## src/rtl/ldm_stm_sequencer_pkg.sv

```systemverilog
// ldm_stm_sequencer_pkg: shared states, ARM register numbers and list helpers
package ldm_stm_sequencer_pkg;
  localparam int LIST_W = 16;
  localparam logic [3:0] REG_SP = 4'd13;
  localparam logic [3:0] REG_LR = 4'd14;
  localparam logic [3:0] REG_PC = 4'd15;
  typedef enum logic [1:0] {IDLE = 2'd0, XFER = 2'd1, WB = 2'd2} state_t;
  function automatic logic [4:0] popcount16(input logic [LIST_W-1:0] v);
    logic [4:0] n;
    n = '0;
    for (int i = 0; i < LIST_W; i++) n = n + 5'(v[i]);
    return n;
  endfunction
endpackage

```

## src/rtl/ldm_stm_sequencer_if.sv

```systemverilog
// ldm_stm_sequencer_if: command, micro-op and control signals of the sequencer
interface ldm_stm_sequencer_if #(parameter int AW = 32);
  import ldm_stm_sequencer_pkg::*;
  logic              cmd_valid;
  logic              cmd_ready;
  logic              cmd_load;
  logic [3:0]        cmd_rn;
  logic [LIST_W-1:0] cmd_list;
  logic              cmd_index;
  logic              cmd_add;
  logic              cmd_wback;
  logic [AW-1:0]     cmd_base;
  logic              flush;
  logic              uop_valid;
  logic              uop_ready;
  logic              uop_wb;
  logic              uop_load;
  logic [3:0]        uop_reg;
  logic [AW-1:0]     uop_addr;
  logic              busy;
  modport master (
    output cmd_valid, cmd_load, cmd_rn, cmd_list, cmd_index, cmd_add, cmd_wback, cmd_base, flush, uop_ready,
    input  cmd_ready, uop_valid, uop_wb, uop_load, uop_reg, uop_addr, busy
  );
  modport slave (
    input  cmd_valid, cmd_load, cmd_rn, cmd_list, cmd_index, cmd_add, cmd_wback, cmd_base, flush, uop_ready,
    output cmd_ready, uop_valid, uop_wb, uop_load, uop_reg, uop_addr, busy
  );
endinterface

```

## src/rtl/ldm_stm_sequencer_lowest_set16.sv

```systemverilog
// lowest_set16: priority encoder returning the index of the lowest set bit
module lowest_set16 (
  input  logic [15:0] i_vec,
  output logic [3:0]  o_idx,
  output logic        o_none
);
  always_comb begin
    o_idx = '0;
    for (int i = 15; i >= 0; i--) o_idx = i_vec[i] ? 4'(i) : o_idx;
  end
  assign o_none = ~|i_vec;
endmodule

```

## src/rtl/ldm_stm_sequencer.sv

```systemverilog
// ldm_stm_sequencer: expands one LDM/STM into per-register transfers plus optional base writeback
module ldm_stm_sequencer #(parameter int AW = 32) (
  input logic                clk,
  input logic                rst_n,
  ldm_stm_sequencer_if.slave io
);
  import ldm_stm_sequencer_pkg::*;
  state_t            r_state;
  logic [LIST_W-1:0] r_remaining;
  logic [3:0]        r_rn;
  logic              r_wb_en;
  logic [AW-1:0]     r_wb_val;
  logic              r_uop_valid;
  logic              r_uop_wb;
  logic              r_uop_load;
  logic [3:0]        r_uop_reg;
  logic [AW-1:0]     r_uop_addr;
  logic [LIST_W-1:0] w_rest;
  logic [3:0]        w_cmd_idx;
  logic [3:0]        w_rest_idx;
  logic              w_cmd_none;
  logic              w_rest_none;
  logic [AW-1:0]     w_span;
  logic [AW-1:0]     w_first;
  logic [AW-1:0]     w_wb_val;
  logic              w_wb_en;
  logic              w_accept;
  logic              w_fire;
  lowest_set16 u_cmd_enc (.i_vec(io.cmd_list), .o_idx(w_cmd_idx), .o_none(w_cmd_none));
  lowest_set16 u_rest_enc (.i_vec(w_rest), .o_idx(w_rest_idx), .o_none(w_rest_none));
  // w_rest drops the bit of the uop currently on offer; empty means that uop is the last transfer
  assign w_rest   = r_remaining & (r_remaining - 16'd1);
  assign w_span   = AW'(popcount16(io.cmd_list)) << 2;
  assign w_first  = (io.cmd_add ? io.cmd_base : io.cmd_base - w_span) + ((io.cmd_index == io.cmd_add) ? AW'(4) : AW'(0));
  assign w_wb_val = io.cmd_add ? io.cmd_base + w_span : io.cmd_base - w_span;
  assign w_wb_en  = io.cmd_wback && !(io.cmd_load && io.cmd_list[io.cmd_rn]);
  assign w_accept = io.cmd_valid && (r_state == IDLE) && !io.flush;
  assign w_fire   = r_uop_valid && io.uop_ready;
  assign io.cmd_ready = r_state == IDLE;
  assign io.busy      = r_state != IDLE;
  assign io.uop_valid = r_uop_valid;
  assign io.uop_wb    = r_uop_wb;
  assign io.uop_load  = r_uop_load;
  assign io.uop_reg   = r_uop_reg;
  assign io.uop_addr  = r_uop_addr;
  always_ff @(posedge clk or negedge rst_n) begin
    if (!rst_n) begin
      r_state     <= IDLE;
      r_remaining <= '0;
      r_rn        <= '0;
      r_wb_en     <= 1'b0;
      r_wb_val    <= '0;
      r_uop_valid <= 1'b0;
      r_uop_wb    <= 1'b0;
      r_uop_load  <= 1'b0;
      r_uop_reg   <= '0;
      r_uop_addr  <= '0;
    end else if (io.flush) begin
      r_state     <= IDLE;
      r_remaining <= '0;
      r_uop_valid <= 1'b0;
      r_uop_wb    <= 1'b0;
    end else begin
      case (r_state)
        IDLE: if (w_accept && !w_cmd_none) begin
          r_state     <= XFER;
          r_remaining <= io.cmd_list;
          r_rn        <= io.cmd_rn;
          r_wb_en     <= w_wb_en;
          r_wb_val    <= w_wb_val;
          r_uop_valid <= 1'b1;
          r_uop_wb    <= 1'b0;
          r_uop_load  <= io.cmd_load;
          r_uop_reg   <= w_cmd_idx;
          r_uop_addr  <= w_first;
        end
        XFER: if (w_fire) begin
          r_remaining <= w_rest;
          if (!w_rest_none) begin
            r_uop_reg  <= w_rest_idx;
            r_uop_addr <= r_uop_addr + AW'(4);
          end else if (r_wb_en) begin
            r_state    <= WB;
            r_uop_wb   <= 1'b1;
            r_uop_load <= 1'b0;
            r_uop_reg  <= r_rn;
            r_uop_addr <= r_wb_val;
          end else begin
            r_state     <= IDLE;
            r_uop_valid <= 1'b0;
          end
        end
        WB: if (w_fire) begin
          r_state     <= IDLE;
          r_uop_valid <= 1'b0;
          r_uop_wb    <= 1'b0;
        end
        default: r_state <= IDLE;
      endcase
    end
  end
endmodule

```

## src/flat_wrapper.sv

```systemverilog
// flat-port wrapper written by rule: the top's interface ports become plain ports
module ldm_stm_sequencer_flat import ldm_stm_sequencer_pkg::*;
#(parameter int AW = 32)
  (clk, rst_n, io_cmd_valid, io_cmd_load, io_cmd_rn, io_cmd_list, io_cmd_index, io_cmd_add, io_cmd_wback, io_cmd_base, io_flush, io_uop_ready, io_cmd_ready, io_uop_valid, io_uop_wb, io_uop_load, io_uop_reg, io_uop_addr, io_busy);
  ldm_stm_sequencer_if #(.AW(AW)) io_i ();
  input logic clk;
  input logic rst_n;
  input wire logic [$bits(io_i.cmd_valid)-1:0] io_cmd_valid;
  input wire logic [$bits(io_i.cmd_load)-1:0] io_cmd_load;
  input wire logic [$bits(io_i.cmd_rn)-1:0] io_cmd_rn;
  input wire logic [$bits(io_i.cmd_list)-1:0] io_cmd_list;
  input wire logic [$bits(io_i.cmd_index)-1:0] io_cmd_index;
  input wire logic [$bits(io_i.cmd_add)-1:0] io_cmd_add;
  input wire logic [$bits(io_i.cmd_wback)-1:0] io_cmd_wback;
  input wire logic [$bits(io_i.cmd_base)-1:0] io_cmd_base;
  input wire logic [$bits(io_i.flush)-1:0] io_flush;
  input wire logic [$bits(io_i.uop_ready)-1:0] io_uop_ready;
  output wire logic [$bits(io_i.cmd_ready)-1:0] io_cmd_ready;
  output wire logic [$bits(io_i.uop_valid)-1:0] io_uop_valid;
  output wire logic [$bits(io_i.uop_wb)-1:0] io_uop_wb;
  output wire logic [$bits(io_i.uop_load)-1:0] io_uop_load;
  output wire logic [$bits(io_i.uop_reg)-1:0] io_uop_reg;
  output wire logic [$bits(io_i.uop_addr)-1:0] io_uop_addr;
  output wire logic [$bits(io_i.busy)-1:0] io_busy;
  assign io_i.cmd_valid = io_cmd_valid;
  assign io_i.cmd_load = io_cmd_load;
  assign io_i.cmd_rn = io_cmd_rn;
  assign io_i.cmd_list = io_cmd_list;
  assign io_i.cmd_index = io_cmd_index;
  assign io_i.cmd_add = io_cmd_add;
  assign io_i.cmd_wback = io_cmd_wback;
  assign io_i.cmd_base = io_cmd_base;
  assign io_i.flush = io_flush;
  assign io_i.uop_ready = io_uop_ready;
  assign io_cmd_ready = io_i.cmd_ready;
  assign io_uop_valid = io_i.uop_valid;
  assign io_uop_wb = io_i.uop_wb;
  assign io_uop_load = io_i.uop_load;
  assign io_uop_reg = io_i.uop_reg;
  assign io_uop_addr = io_i.uop_addr;
  assign io_busy = io_i.busy;
  ldm_stm_sequencer #(.AW(AW)) u_core (.clk(clk), .rst_n(rst_n), .io(io_i));
endmodule
```

## config.mk

```make
export PLATFORM = sky130hd
export DESIGN_NAME = ldm_stm_sequencer_flat
export DESIGN_NICKNAME = d
export VERILOG_FILES = /design/src/rtl/ldm_stm_sequencer_pkg.sv /design/src/rtl/ldm_stm_sequencer_if.sv /design/src/rtl/ldm_stm_sequencer_lowest_set16.sv /design/src/rtl/ldm_stm_sequencer.sv /design/src/flat_wrapper.sv
export SDC_FILE = /design/constraint.sdc
export NUM_CORES = 1
export LEC_CHECK = 0
export ABC_CLOCK_PERIOD_IN_PS = 5600
export CAP_MARGIN = 20
export CORE_MARGIN = 3
export CORE_UTILIZATION = 45
export DETAILED_ROUTE_END_ITERATION = 12
export DONT_BUFFER_PORTS = 1
export PLACE_DENSITY_LB_ADDON = 0.1
export SLEW_MARGIN = 40
export SYNTH_ARGS = -nofsm -noshare
export SYNTH_HDL_FRONTEND = slang
export SYNTH_SLANG_ARGS = --single-unit
```

## constraint.sdc

```tcl
create_clock -name clk -period 5.6 [get_ports clk]
set_clock_uncertainty 0.2 [all_clocks]
set_input_delay 1.4 -clock clk [delete_from_list [all_inputs] [get_ports clk]]
set_output_delay 1.4 -clock clk [all_outputs]
set_load 0.005 [all_outputs]
```

**Word level (Yosys, flattened, before mapping)**

Index checks and enable logic that the tools add are counted.

- Register bits: 94
- Latch bits: 0
- RAM bits: 0
- ROM bits: 0
- Bits of input ports: 61
- Output and inout port bits: 41
- Word-level logic and storage cells: 145
- Memories kept: 0

- $add $sub $neg: 20
- Multiply operators: 0
- Divide/modulo/power cells: 0
- Order comparisons: 1
- Eq/ne operators: 14
- Shift operators: 0
- Mux-type cells: 76
- Bitwise gates (word level): 2
- Reductions and logical operators: 22

Operator list:

| cell | count |
|---|---|
| $mux W32 | 6 |
| $mux W4 | 36 |
| $add A5 B1 Y5 | 14 |
| $pmux W32 S2 | 1 |
| $mux W16 | 3 |
| $add A32 B3 Y32 const B | 1 |
| $add A32 B32 Y32 | 1 |
| $add A32 B7 Y32 | 1 |
| $pmux W16 S2 | 1 |
| $reduce_or A16 Y1 | 2 |
| $sub A32 B7 Y32 | 1 |
| $reduce_and A6 Y1 | 3 |
| $and A16 B16 Y16 | 1 |
| $mux W1 | 16 |
| $sub A16 B1 Y16 const B | 1 |
| $mux W2 | 6 |
| $ne A3 B2 Y1 const B | 4 |
| $pmux W4 S2 | 1 |
| $logic_and A1 B1 Y1 | 6 |
| $ne A2 B1 Y1 const B | 3 |
| $ne A3 B3 Y1 const B | 2 |
| $pmux W1 S3 | 2 |
| $pmux W2 S3 | 1 |
| $reduce_and A3 Y1 | 2 |
| other kinds (18) | 20 |

**Logic depth before layout (Yosys ltp)**

- Depth after elaboration: 21
- Depth in mapped cells: 28
- Depth with buffers taken out: 26

**Hierarchy**

A second synthesis with hierarchy kept.

- Cell total of the unflattened synthesis: 1090
- Area, all modules: 8459.4 um^2

By module, submodules not included:

| module | instances | cells each | area each (um^2) | seq. area each (um^2) |
|---|---|---|---|---|
| ldm_stm_sequencer | 1 | 1024 | 8089.0 | 2352.3 |
| lowest_set16 | 2 | 33 | 185.2 | 0.0 |

**Worst setup path before layout**

No wires, ideal clock.

- Kind: input to register
- From: input port io_cmd_list[0]
- To: register u_core.r_uop_addr[29], in the netlist u_core.io.uop_addr[29]
- Library setup time: 0.121 ns
- Arrival time: 7.878 ns
- Data required time: 5.279 ns
- Path slack: -2.599 ns
- Stages: 21
- Path buffers: 1
- Cell sequence: inv_1 ha_1 inv_1 fa_1 fa_1 fa_1 fa_1 fa_1 fa_1 xnor2_1 ha_1 nor2_1 o311ai_1 nand3_1 xor2_1 or4b_4 or4_4 buf_6 or4_1 a21oi_1 o21ai_1

- Longest elaborated chain between the ends: 20
- Elaborated cells between the ends (all ways): 24
- Those cells by class: add/sub: 17; eq/ne: 1; mux: 3; reduce/logical: 3

Ends and longest elaborated chain:

| item | line | RTL |
|---|---|---|
| start: declaration | flat_wrapper.sv:11 | `input wire logic [$bits(io_i.cmd_list)-1:0] io_cmd_list;` |
| $add A1 B1 Y2 | ldm_stm_sequencer_pkg.sv:11 | `for (int i = 0; i < LIST_W; i++) n = n + 5'(v[i]);` |
| $add A5 B1 Y5 (14 in a row) | ldm_stm_sequencer_pkg.sv:11 |  |
| $sub A32 B7 Y32 | ldm_stm_sequencer.sv:34 | `assign w_first = (io.cmd_add ? io.cmd_base : io.cmd_base - w_span) + ((io.cmd_index == io.cmd_add) ? AW'(4) : ...` |
| $mux W32 | ldm_stm_sequencer.sv:34 |  |
| $add A32 B32 Y32 | ldm_stm_sequencer.sv:34 |  |
| $mux W32 | ldm_stm_sequencer.sv:65 | `IDLE: if (w_accept && !w_cmd_none) begin` |
| $pmux W32 S2 | ldm_stm_sequencer.sv:64 | `case (r_state)` |
| end signal: assignment | ldm_stm_sequencer.sv:75 | `r_uop_addr <= w_first;` |
| end signal: assignment | ldm_stm_sequencer.sv:81 | `r_uop_addr <= r_uop_addr + AW'(4);` |
| end signal: assignment | ldm_stm_sequencer.sv:87 | `r_uop_addr <= r_wb_val;` |
| end: declaration | ldm_stm_sequencer.sv:17 | `logic [AW-1:0] r_uop_addr;` |

Several ways; a longest one is shown, not always the timed one. The select of a mux whose other input is x is not followed.
A chain may end at the register's enable or synchronous reset.

**Worst setup path in the final report**

- From: input port io_cmd_list[1]
- To: register u_core.r_uop_addr[29], in the netlist u_core.io.uop_addr[29]

Same word-level chain as after synthesis.

==> flow_metrics.py <==
metrics = {
    "worst_hold_path": {
        "hold_depth": 2,
        "hp-class": "reg -> reg",
    },
    "clock_network": {
        "numCtsBuffers": 9,
        "htree_levels": 3,
        "cts.reportedPaths.clkPinSlew_ps": 80,
        "cts_tree": "yes",
        "clock_latency_ps": 340,
        "clockRootBuffer": "clkbuf_16",
        "clock-sinks": 94,
        "clock_path_buffers": 2,
    },
    "timing": {
        "setup_violations": 58,
        "hold_viol_final": 0,
        "tightestPinTransition_ps": 821,
        "period_minus_slack_ps": 7650,
        "min_period_over_period_pct": 137,
        "finalMaxSlewViolations": 0,
        "rsz0062_at_grt": "yes",
        "slew_headroom_pct": 44.7,
        "max_freq_ghz": 0.131,
        "fin_ws_ps": -2050,
    },
    "place": {
        "placed_area_um2": 9980,
        "port_buffers": 0,
        "dpl.hpwl_um": 21300,
        "gp_congestion": 0.949,
    },
    "layout": {
        "nets": 1283,
        "drive_above_1_share_pct": 34.3,
        "finalInstanceArea_um2": 11600,
        "mostFrequentLayoutCells": "134 x buf_4, 109 x nand2_1, 94 x dfrtp_1",
        "fillCellCount": 1539,
        "antenna_cells": 0,
        "postLayoutCoreUtil_pct": 64.1,
        "layout_commonest_cell": "buf_4",
        "syn_to_final_growth_pct": 38.1,
    },
    "global_route": {
        "grt-busiest-layer": "met2",
        "grt_pass1_wl_um": 46300,
        "use_met3_pct": 3.65,
        "grt_util_met2_pct": 46.2,
        "grt_use_met1_pct": 40.1,
        "track_usage_pct": 28.3,
        "overflow": 0,
        "antenna_found_initial": 0,
        "grt_pass1_vias": 8354,
        "grt_max_degree": 95,
    },
    "critical_path": {
        "cp.required_ps": 5630,
        "cp_slowest_cell": "fa_1",
        "critPathBufInv": 4,
        "crit_top_cell": "fa_1",
        "crit_chain": "inv_8 -> ha_4 -> inv_2 -> fa_1 -> fa_1 -> fa_1 -> fa_1 -> fa_2 -> fa_2 -> buf_4 -> xnor2_4 -> inv_2 -> ha_4 -> o311a_4 -> nor3_2 -> xor2_1 -> or4b_4 -> or4_4 -> or4_1 -> a21oi_1 -> o21ai_1",
        "max_stage_delay_ps": 550,
        "crit_path_end_kind": "register",
        "path_max_fanout": 6,
        "cp_num_cells": 21,
        "path_delay_family": "adder cells",
        "start_kind": "input port",
        "critical_path_class": "in -> reg",
        "ff2ff_setup_slack_ps": 1430,
        "rr_worst_depth": 10,
        "crit_arrival_ps": 7680,
    },
    "die": {
        "die_area_um2": 20400,
        "die_height_um": 143,
        "die_w_um": 143,
        "coreArea_um2": 18100,
        "floorplan.rows": 49,
        "initial_core_util_pct": 46.4,
        "pin_count": 102,
    },
    "route": {
        "drt_iter0_markers": 557,
        "dr_total_vias": 8655,
        "drt_wl_total_um": 29500,
        "drc_errors": 0,
        "vias_per_cell": 6.10,
        "first_pass_iters": 7,
        "antenna_left": 0,
        "detail_route.wl_per_cell_um": 20.8,
    },
    "pwr": {
        "ir_worst_vdd_mv": 0.445,
        "powerDensity_nw_per_um2": 404,
        "p_leak_nw": 4.72,
    },
    "synthesis": {
        "netlist_area_um2": 8420,
        "synth-edff-count": 0,
        "synth_cells": 1064,
        "ys_warn_count": 0,
        "yosysSeqAreaShare_pct": 27.9,
        "synthesis.nets": 1161,
        "syn_area_per_cell_um2": 7.91,
        "synth.distinct_cells": 77,
        "synth_seq_cells": 94,
        "synth_flop_cell": "dfrtp_1",
        "async_reset_ff_share_pct": 100,
    },
    "flow_run": {
        "max_cap_violations": 0,
    },
    "run_status": {
        "status": "finished, violations left",
        "violations": "negative setup slack",
    },
}
through the flow:
step | hold WS, ps | std cells | setup slack, ps | TNS, ps | power, mW
after floorplan | 245 | 1064 | -2330 | -63080 | 2.41
after global placement | 260 | 1366 | -2410 | -90900 | 3.18
after detailed placement | 271 | 1366 | -2440 | -92280 | 3.21
after CTS | 290 | 1396 | -1970 | -67760 | 4.32
after global routing | 317 | 1420 | -2210 | -80350 | 4.99
final | 288 | 1420 | -2050 | -73240 | 4.70
cell type report:
| type | count | area, um2 | share of cell area (%) |
|---|---|---|---|
| timing repair buffer | 176 | 1500 | 12.9 |
| clock buffer | 10 | 229 | 1.97 |
| multi-input combinational | 856 | 6970 | 59.9 |
| sequential | 94 | 2350 | 20.2 |
| clock inverter | 6 | 95.1 | 0.818 |
| tap | 229 | 287 | 2.46 |
| inverter | 49 | 201 | 1.73 |
Yosys cell counts, types with 4 or more instances:
master	n	area (um2)
a211oi_1	5	37.5
a21boi_0	5	37.5
a21o_1	8	60.1
a21oi_1	65	325
a221oi_1	10	87.6
a22oi_1	19	143
a31oi_1	19	119
a41oi_1	6	52.6
and2_1	11	68.8
and3_1	11	68.8
and4_1	5	43.8
clkbuf_1	56	210
dfrtp_1	94	2350
fa_1	12	240
ha_1	24	300
inv_1	48	180
maj3_1	6	60.1
mux2_2	10	113
mux2i_1	9	90.1
mux4_2	5	113
nand2_1	119	447
nand2b_1	10	62.6
nand3_1	27	135
nand4_1	16	100
nor2_1	98	368
nor2b_1	7	43.8
nor3_1	34	170
nor4_1	22	138
o21a_1	4	30.0
o21ai_0	78	390
o21ai_1	7	35.0
o221ai_1	5	43.8
o22ai_1	13	81.3
o2bb2ai_1	4	35.0
o311a_1	5	50.1
o31a_1	4	35.0
o31ai_1	10	75.1
or2_2	7	43.8
or3_1	14	87.6
or4_1	16	120
xnor2_1	36	315
xor2_1	40	350
repair_timing:
item / in CTS / in global routing
buffers inserted: 16 / 27
hold buffers: 0 / 0
endpoints found under the setup margin: 57 / 57
pin swaps: 72 / 66
resized for setup: 145 / 76
cells by family (layout without fill, tap and decap cells):
family | after synthesis | in the layout | share of synthesized area (%)
buffers and inverters | 114 | 241 | 5.39
muxes | 24 | 24 | 3.75
DFF | 94 | 94 | 27.9
and+or+nand+nor | 414 | 414 | 24.9
adders and majority gates | 42 | 42 | 7.13
xor gates and xnor gates | 76 | 76 | 7.91
AOI/OAI and AO/OA | 300 | 300 | 23.0
routing by layer:
metal  wire length [um]  up-vias
li1                   -     4124
met1              12900     4171
met2              14000      314
met3               1910       46
met4                706        0
met5                  0        -
worst paths after layout:
kind	startpoint	endpoint
min in group asynchronous	rst_n	u_core.r_remaining[12]
setup reg to reg	u_core.r_remaining[1]	u_core.io.uop_addr[28]
max in group asynchronous	rst_n	u_core.r_remaining[4]
setup / recovery	io_cmd_list[1]	u_core.io.uop_addr[29]
hold reg to reg	u_core.r_wb_val[2]	u_core.r_wb_val[2]
hold / removal	u_core.r_wb_val[2]	u_core.r_wb_val[2]
worst min-delay path: cells and delay by family, from the launching register on:
kind / cells / cell delay, ps
AOI/OAI and AO/OA: 1 / 60
DFF: 1 / 350
and+or+nand+nor: 1 / 50
report_power, final:
part	switching, mW	leakage [nW]	internal, mW
Clock	0.279	0.151	0.396
Combinational	1.41	3.40	1.55
Sequential	0.224	1.17	0.844
(Power assumes the default switching activity.)
